<file path="src/rtl/vec_alu_pkg.sv">
// Shared types and per-lane arithmetic for the strip-mined vector ALU.
// Build option: VEC_ALU_SAT_EN turns ADD/SUB into unsigned saturating ops.
package vec_alu_pkg;

  typedef enum logic [2:0] {
    OP_ADD  = 3'b000,
    OP_SUB  = 3'b001,
    OP_AND  = 3'b010,
    OP_OR   = 3'b011,
    OP_XOR  = 3'b100,
    OP_SLL  = 3'b101,
    OP_SRL  = 3'b110,
    OP_PASS = 3'b111
  } alu_op_e;

  typedef enum logic [1:0] {IDLE, RUN, DONE} state_e;

  // Lanes are evaluated at a fixed wide width and masked down to the element width.
  localparam int LW = 64;

  typedef struct packed {
    logic          sat;
    logic [LW-1:0] res;
  } lane_res_t;

  function automatic lane_res_t lane_op(alu_op_e op, logic [LW-1:0] a, logic [LW-1:0] b,
                                        logic [5:0] shamt, int unsigned n);
    lane_res_t     r;
    logic [LW-1:0] mask;
`ifdef VEC_ALU_SAT_EN
    logic [LW:0]   sum;
`endif
    mask = (n >= LW) ? '1 : ((LW'(1) << n) - LW'(1));
    r    = '0;
    case (op)
      OP_ADD: begin
`ifdef VEC_ALU_SAT_EN
        sum   = {1'b0, a} + {1'b0, b};
        r.res = sum[LW-1:0] & mask;
        if (sum > {1'b0, mask}) begin
          r.res = mask;
          r.sat = 1'b1;
        end
`else
        r.res = (a + b) & mask;
`endif
      end
      OP_SUB: begin
`ifdef VEC_ALU_SAT_EN
        if (b > a) begin
          r.res = '0;
          r.sat = 1'b1;
        end else begin
          r.res = (a - b) & mask;
        end
`else
        r.res = (a - b) & mask;
`endif
      end
      OP_AND:  r.res = a & b & mask;
      OP_OR:   r.res = (a | b) & mask;
      OP_XOR:  r.res = (a ^ b) & mask;
      OP_SLL:  r.res = (a << shamt) & mask;
      OP_SRL:  r.res = (a & mask) >> shamt;
      default: r.res = b & mask;
    endcase
    return r;
  endfunction

endpackage

</file>
<file path="src/rtl/vec_alu_seq_if.sv">
// Operation/result handshake bundle for vec_alu_seq; SatFlag exists only with VEC_ALU_SAT_EN.
interface vec_alu_seq_if #(
  parameter int N     = 8,
  parameter int LANES = 16,
  parameter int WA_W  = 4
);
  logic                 Flush;
  logic                 InValid;
  logic                 InReady;
  logic [2:0]           ALUControl;
  logic                 UseImm;
  logic [LANES*N-1:0]   SrcA;
  logic [LANES*N-1:0]   SrcB;
  logic [N-1:0]         Imm;
  logic [WA_W-1:0]      WA3;
  logic                 OutValid;
  logic                 OutReady;
  logic [LANES*N-1:0]   Result;
  logic [WA_W-1:0]      WA3Out;
  logic                 Zero;
  logic                 Busy;
`ifdef VEC_ALU_SAT_EN
  logic                 SatFlag;
`endif

  modport slave (
    input  Flush, InValid, ALUControl, UseImm, SrcA, SrcB, Imm, WA3, OutReady,
    output InReady, OutValid, Result, WA3Out, Zero, Busy
`ifdef VEC_ALU_SAT_EN
    , output SatFlag
`endif
  );

  modport master (
    output Flush, InValid, ALUControl, UseImm, SrcA, SrcB, Imm, WA3, OutReady,
    input  InReady, OutValid, Result, WA3Out, Zero, Busy
`ifdef VEC_ALU_SAT_EN
    , input SatFlag
`endif
  );
endinterface

</file>
<file path="src/rtl/vec_lane_slice.sv">
// Combinational compute of the PAR lanes addressed by the current beat.
module vec_lane_slice
  import vec_alu_pkg::*;
#(
  parameter int N     = 8,
  parameter int LANES = 16,
  parameter int PAR   = 4,
  parameter int BW    = 2
) (
  input  alu_op_e            op,
  input  logic [LANES*N-1:0] a,
  input  logic [LANES*N-1:0] b,
  input  logic [BW-1:0]      beat,
  output logic [PAR*N-1:0]   res,
  output logic               sat
);
  localparam int SHW = (N > 1) ? $clog2(N) : 1;

  logic [PAR-1:0] lane_sat;

  for (genvar i = 0; i < PAR; i++) begin : g_lane
    logic [N-1:0]    la;
    logic [N-1:0]    lb;
    lane_res_t       r;
    logic [LW-N-1:0] hi_unused;

    always_comb begin
      la = a[(int'(beat) * PAR + i) * N +: N];
      lb = b[(int'(beat) * PAR + i) * N +: N];
      r  = lane_op(op, LW'(la), LW'(lb), 6'(lb[SHW-1:0]), N);
    end

    assign res[i*N +: N] = r.res[N-1:0];
    assign hi_unused     = r.res[LW-1:N];
    assign lane_sat[i]   = r.sat;
  end

  assign sat = |lane_sat;
endmodule

</file>
<file path="src/rtl/vec_alu_seq.sv">
// Multi-cycle vector ALU: latches a LANES x N op, computes PAR lanes per beat, holds result.
// Build option: VEC_ALU_SAT_EN (saturating ADD/SUB plus SatFlag output).
module vec_alu_seq
  import vec_alu_pkg::*;
#(
  parameter int N     = 8,
  parameter int LANES = 16,
  parameter int PAR   = 4,
  parameter int WA_W  = 4
) (
  input logic          CLK,
  input logic          RST,
  vec_alu_seq_if.slave io
);
  localparam int BEATS = LANES / PAR;
  localparam int BW    = (BEATS > 1) ? $clog2(BEATS) : 1;

  if (LANES % PAR != 0) begin : g_par_check
    $error("vec_alu_seq: LANES must be a multiple of PAR");
  end

  state_e             state;
  logic [BW-1:0]      beat;
  alu_op_e            op_q;
  logic [LANES*N-1:0] a_q;
  logic [LANES*N-1:0] b_q;
  logic [LANES*N-1:0] res_q;
  logic [LANES*N-1:0] res_nxt;
  logic [WA_W-1:0]    wa_q;
  logic               zero_q;
  logic [PAR*N-1:0]   slice_res;
  logic               slice_sat;
  logic               accept;
  logic               last_beat;

  // Flush blocks acceptance in the same cycle it aborts the current op.
  assign io.InReady = !io.Flush && (state == IDLE || (state == DONE && io.OutReady));
  assign accept     = io.InValid && io.InReady;
  assign last_beat  = (beat == BW'(BEATS - 1));

  vec_lane_slice #(.N(N), .LANES(LANES), .PAR(PAR), .BW(BW)) u_slice (
    .op   (op_q),
    .a    (a_q),
    .b    (b_q),
    .beat (beat),
    .res  (slice_res),
    .sat  (slice_sat)
  );

  always_comb begin
    res_nxt = res_q;
    res_nxt[int'(beat) * PAR * N +: PAR * N] = slice_res;
  end

`ifdef VEC_ALU_SAT_EN
  logic sat_q;
  assign io.SatFlag = sat_q;
`else
  logic sat_unused;
  assign sat_unused = slice_sat;
`endif

  always_ff @(posedge CLK or posedge RST) begin
    if (RST) begin
      state  <= IDLE;
      beat   <= '0;
      op_q   <= OP_ADD;
      a_q    <= '0;
      b_q    <= '0;
      res_q  <= '0;
      wa_q   <= '0;
      zero_q <= 1'b0;
`ifdef VEC_ALU_SAT_EN
      sat_q  <= 1'b0;
`endif
    end else if (io.Flush) begin
      state <= IDLE;
      beat  <= '0;
    end else begin
      if (accept) begin
        op_q  <= alu_op_e'(io.ALUControl);
        a_q   <= io.SrcA;
        b_q   <= io.UseImm ? {LANES{io.Imm}} : io.SrcB;
        wa_q  <= io.WA3;
        beat  <= '0;
        state <= RUN;
      end
      case (state)
        RUN: begin
          res_q <= res_nxt;
`ifdef VEC_ALU_SAT_EN
          sat_q <= ((beat == '0) ? 1'b0 : sat_q) | slice_sat;
`endif
          if (last_beat) begin
            zero_q <= (res_nxt == '0);
            beat   <= '0;
            state  <= DONE;
          end else begin
            beat <= beat + BW'(1);
          end
        end
        DONE: if (io.OutReady && !accept) state <= IDLE;
        default: ;
      endcase
    end
  end

  assign io.OutValid = (state == DONE);
  assign io.Busy     = (state != IDLE);
  assign io.Result   = res_q;
  assign io.WA3Out   = wa_q;
  assign io.Zero     = zero_q;
endmodule
</file>
<file path="src/flat_wrapper.sv">
// flat-port wrapper written by rule: the top's interface ports become plain ports
module vec_alu_seq_flat import vec_alu_pkg::*;
#(
  parameter int N     = 8,
  parameter int LANES = 16,
  parameter int PAR   = 4,
  parameter int WA_W  = 4
)
  (CLK, RST, io_Flush, io_InValid, io_ALUControl, io_UseImm, io_SrcA, io_SrcB, io_Imm, io_WA3, io_OutReady, io_InReady, io_OutValid, io_Result, io_WA3Out, io_Zero, io_Busy);
  vec_alu_seq_if #(.N(N), .LANES(LANES), .WA_W(WA_W)) io_i ();
  input logic CLK;
  input logic RST;
  input wire logic [$bits(io_i.Flush)-1:0] io_Flush;
  input wire logic [$bits(io_i.InValid)-1:0] io_InValid;
  input wire logic [$bits(io_i.ALUControl)-1:0] io_ALUControl;
  input wire logic [$bits(io_i.UseImm)-1:0] io_UseImm;
  input wire logic [$bits(io_i.SrcA)-1:0] io_SrcA;
  input wire logic [$bits(io_i.SrcB)-1:0] io_SrcB;
  input wire logic [$bits(io_i.Imm)-1:0] io_Imm;
  input wire logic [$bits(io_i.WA3)-1:0] io_WA3;
  input wire logic [$bits(io_i.OutReady)-1:0] io_OutReady;
  output wire logic [$bits(io_i.InReady)-1:0] io_InReady;
  output wire logic [$bits(io_i.OutValid)-1:0] io_OutValid;
  output wire logic [$bits(io_i.Result)-1:0] io_Result;
  output wire logic [$bits(io_i.WA3Out)-1:0] io_WA3Out;
  output wire logic [$bits(io_i.Zero)-1:0] io_Zero;
  output wire logic [$bits(io_i.Busy)-1:0] io_Busy;
  assign io_i.Flush = io_Flush;
  assign io_i.InValid = io_InValid;
  assign io_i.ALUControl = io_ALUControl;
  assign io_i.UseImm = io_UseImm;
  assign io_i.SrcA = io_SrcA;
  assign io_i.SrcB = io_SrcB;
  assign io_i.Imm = io_Imm;
  assign io_i.WA3 = io_WA3;
  assign io_i.OutReady = io_OutReady;
  assign io_InReady = io_i.InReady;
  assign io_OutValid = io_i.OutValid;
  assign io_Result = io_i.Result;
  assign io_WA3Out = io_i.WA3Out;
  assign io_Zero = io_i.Zero;
  assign io_Busy = io_i.Busy;
  vec_alu_seq #(.N(N), .LANES(LANES), .PAR(PAR), .WA_W(WA_W)) u_core (.CLK(CLK), .RST(RST), .io(io_i));
endmodule
</file>
<file path="config.mk">
export PLATFORM = sky130hd
export DESIGN_NAME = vec_alu_seq_flat
export DESIGN_NICKNAME = d
export VERILOG_FILES = /design/src/rtl/vec_alu_pkg.sv /design/src/rtl/vec_alu_seq_if.sv /design/src/rtl/vec_lane_slice.sv /design/src/rtl/vec_alu_seq.sv /design/src/flat_wrapper.sv
export SDC_FILE = /design/constraint.sdc
export NUM_CORES = 1
export LEC_CHECK = 0
export CORE_MARGIN = 1.5
export CORE_UTILIZATION = 36
export CTS_CLUSTER_DIAMETER = 100
export CTS_CLUSTER_SIZE = 14
export DETAILED_ROUTE_END_ITERATION = 8
export PLACE_DENSITY = 0.68
export SLEW_MARGIN = 5
export SYNTH_ARGS = -nofsm -noshare
export SYNTH_HDL_FRONTEND = slang
export SYNTH_SLANG_ARGS = --single-unit
</file>
<file path="constraint.sdc">
create_clock -name CLK -period 22.7 [get_ports CLK]
set_clock_uncertainty 0.15 [all_clocks]
set_input_delay 6.81 -clock CLK [delete_from_list [all_inputs] [get_ports CLK]]
set_output_delay 6.81 -clock CLK [all_outputs]
set_load 0.02 [all_outputs]
</file>
==> run metrics <==
Total Wirelength=86400 um; Worst R2R Setup Slack=about 16000 ps; Post-CTS Setup Bufs=0; Sw Ratio=45.3%; Post-Syn Instances=approximately 2700; Period minus WS final=15310 ps; grt ovf=0; utilization after layout=45.4%; CP required=15740 ps; most used flip-flop cell after synthesis=dfrtp_1; P_int=1.74 mW; final non-filler cell total=3853; RSZ-0062 raised after global routing=no; Worst Setup End Kind=output port; Arr. time, crit path=8350 ps; synthesized area=23700 um^2; CP peak stage delay=between 600 and 700 ps; Worst-Skew Late Latency=560 ps; DRT Pass-1 Iters=6; hpwl dp=61300 um; Max Slew Vio Count=0; DR WL/cell=22.4 um; IO Pins=413; R2R depth=20; Comb pwr share=53.5%; layout cell share with drive strength beyond 1=between 6 and 7%; # setup viols final=0; htree depth=2; HP Class=reg -> reg; mean post-synth cell area=between 8 and 9 um^2; Post-CTS Resized=0; HP Start=u_core.a_q[68]$_DFFE_PP0P_; sequential share of the synthesized area=41.9%; hold_buf cts=0; DR vias=21864; Worst R2R End=u_core.io.Zero$_DFFE_PP0P_; post-synthesis net count=roughly 3100; switching power=around 1.4 mW; Fin. Hold Viols=0; Reg clk slew, reported paths=70 ps; Worst Tran Pin Value=between 1000 and 1500 ps; Critical Path Start Type=input pin; period utilization=67.5%; PortBufs=412; pwr dens=108 nW/um^2; Crit-path slowest cell=clkdlybuf4s50_1; crit-path max FO=6; Die Area=67300 um^2; reg-to-reg startpoint=u_core.op_q[2]$_DFFE_PP0P_; die height=259 um; maximum vdd drop=roughly 0.000046 V; DR vias/cell=5.67; largest net degree at the start of global routing=115; CTS Buf Count=35; share of power burned in registers=29.3%; CTS tree=yes; clock sink count=just under 400; power share of the clock group=17.3%; Hold EP=u_core.a_q[68]$_DFFE_PP0P_; cell mode on critical path=clkdlybuf4s50_1; DRT iter0 DRCs=2321; Core Rows=93; Slew Limit Headroom=15.8%; Total Nets Final=3379; first-pass GRT wire length=131000 um; hold slack=317 ps; worst hold stages=2; drt drc=0; Layout area overhead=24.1%; number of synthesized flops with an enable pin=0; Detail Route Antenna Nets=0; Root Buffer=clkbuf_16; initial antenna violation count=3; CP Cell Sequence=clkdlybuf4s50_1 > nor2_1 > clkdlybuf4s50_1; Synth cell types=79; GP Congestion=0.949; Max Cap Viol=0; fmax=65.3 MHz; Starting Density=36.6%; synth warn=0; GRT Util Overall=25.3%; maximum clock path buffer count=3; vias in the first global route=around 21000; Async SR Flop Fraction=100%; Setup TNS Final=0 ps; register bit total from synthesis=396; width of the die=259 um; placed cells=3807; Core ar.=~65000 um^2; status=completed; leakage power=12.8 nW; CP Class=in -> out
## flip-flops by register name (all words and copies together) (netlist names)
| register | flops |
|---|---|
| u_core.io.WA3Out | 4 |
| u_core.a_q | 128 |
| u_core.op_q | 3 |
| u_core.b_q | 128 |
| u_core.state | 2 |
| u_core.beat | 2 |
| u_core.io.Result | 128 |
| u_core.io.Zero | 1 |
## cell usage in the layout (no fill, tap or decap), types with 27 or more instances in the layout
| master | netlist | routed |
|---|---|---|
| ha_1 | 109 | 109 |
| o21ai_0 | 243 | 243 |
| clkbuf_16 | 0 | 35 |
| xnor2_1 | 35 | 35 |
| a21oi_1 | 232 | 232 |
| dfrtp_1 | 396 | 394 |
| mux2i_1 | 33 | 33 |
| buf_4 | 11 | 46 |
| a22o_1 | 73 | 73 |
| nand2b_1 | 27 | 27 |
| nor4_1 | 35 | 35 |
| nor3_1 | 29 | 29 |
| mux4_2 | 59 | 59 |
| nor2_1 | 96 | 95 |
| nand2_1 | 685 | 684 |
| clkdlybuf4s50_1 | 0 | 412 |
| inv_1 | 89 | 87 |
## worst max path at each step
stage	from	end	slack [ps]	cells after the start
global placement	io_Flush	io_InReady	7390	3
detailed placement	io_Flush	io_InReady	7380	3
global route	io_Flush	io_InReady	7320	3
floorplan	RST	u_core.a_q[0]$_DFFE_PP0P_	4730	1
finish	io_Flush	io_InReady	7390	3
CTS	io_Flush	io_InReady	7370	3
## cells in the mapped netlist, types with 11 or more instances
| master | number | share of area [%] |
|---|---|---|
| nand2_1 | 685 | 11 |
| dfrtp_1 | 396 | 42 |
| o21ai_0 | 243 | 5.1 |
| a21oi_1 | 232 | 4.9 |
| clkbuf_1 | 148 | 2.3 |
| ha_1 | 109 | 5.8 |
| nor2_1 | 96 | 1.5 |
| inv_1 | 89 | 1.4 |
| a22o_1 | 73 | 2.7 |
| mux4_2 | 59 | 5.6 |
| nor4_1 | 35 | 0.93 |
| xnor2_1 | 35 | 1.3 |
| mux2i_1 | 33 | 1.4 |
| nor3_1 | 29 | 0.61 |
| nand2b_1 | 27 | 0.71 |
| nand3_1 | 24 | 0.51 |
| a31oi_1 | 21 | 0.56 |
| a211oi_1 | 18 | 0.57 |
| o22ai_1 | 18 | 0.48 |
| a22oi_1 | 17 | 0.54 |
| buf_2 | 17 | 0.36 |
| nor2b_1 | 17 | 0.45 |
| mux2_2 | 16 | 0.76 |
| and2_1 | 15 | 0.40 |
| nand4_1 | 13 | 0.34 |
| a221oi_1 | 12 | 0.44 |
| buf_4 | 11 | 0.35 |
| o211ai_1 | 11 | 0.35 |
## cell families (layout without fill, tap and decap cells)
| group | after synthesis | count (layout) | synth area share [%] |
|---|---|---|---|
| buffers and inverters | 283 | 594 | 4.96 |
| flip-flops | 396 | 396 | 41.9 |
| other | 0 | 3 | 0 |
| AO/OA/AOI/OAI | 758 | 758 | 20.0 |
| AND/OR/NAND/NOR | 984 | 984 | 17.7 |
| XOR/XNOR | 40 | 40 | 1.48 |
| multiplexers | 110 | 110 | 7.99 |
| adder cells (fa/ha/maj) | 113 | 113 | 6.10 |
## layer usage
metal	global-route usage, %	share of wire [%]	vias up
li1	-	-	10084
met1	34.2	43	10667
met2	40.6	47	948
met3	4.75	7.4	165
met4	8.77	3.3	0
met5	0	0	-
## power groups by stage
stage	registers [mW]	logic [mW]	clock network [mW]
floorplan	0.939	1.01	0
global placement	0.934	1.63	0
detailed placement	0.940	1.65	0
CTS	0.928	1.66	0.561
global route	0.945	1.82	0.583
finish	0.929	1.70	0.548
## worst max-delay path: cells and delay by family
family	cells	cell delay, ps
and+or+nand+nor	1	330
buffers and inverters	2	1210
## metrics by stage
stage / power, mW / worst slack, ps / cell area, um^2
final: 3.17 / 7390 / 29400
after floorplan: 1.95 / 4730 / 23700
after detailed placement: 2.59 / 7380 / 28400
after CTS: 3.15 / 7370 / 29400
after global routing: 3.35 / 7320 / 29400
after global placement: 2.57 / 7390 / 28400
## area by class of cell
class | instances | area (um^2)
Clock inverter | 6 | 58.8
Timing Repair Buffer | 458 | 4470
Clock buffer | 37 | 883
Multi-Input combinational cell | 2005 | 12600
Fill cell | 6325 | 35300
Antenna cell | 3 | 7.51
Tap cell | 855 | 1070
Inverter | 93 | 358
Sequential cell | 396 | 9920
Note: power is estimated with default switching activity, not from simulation.
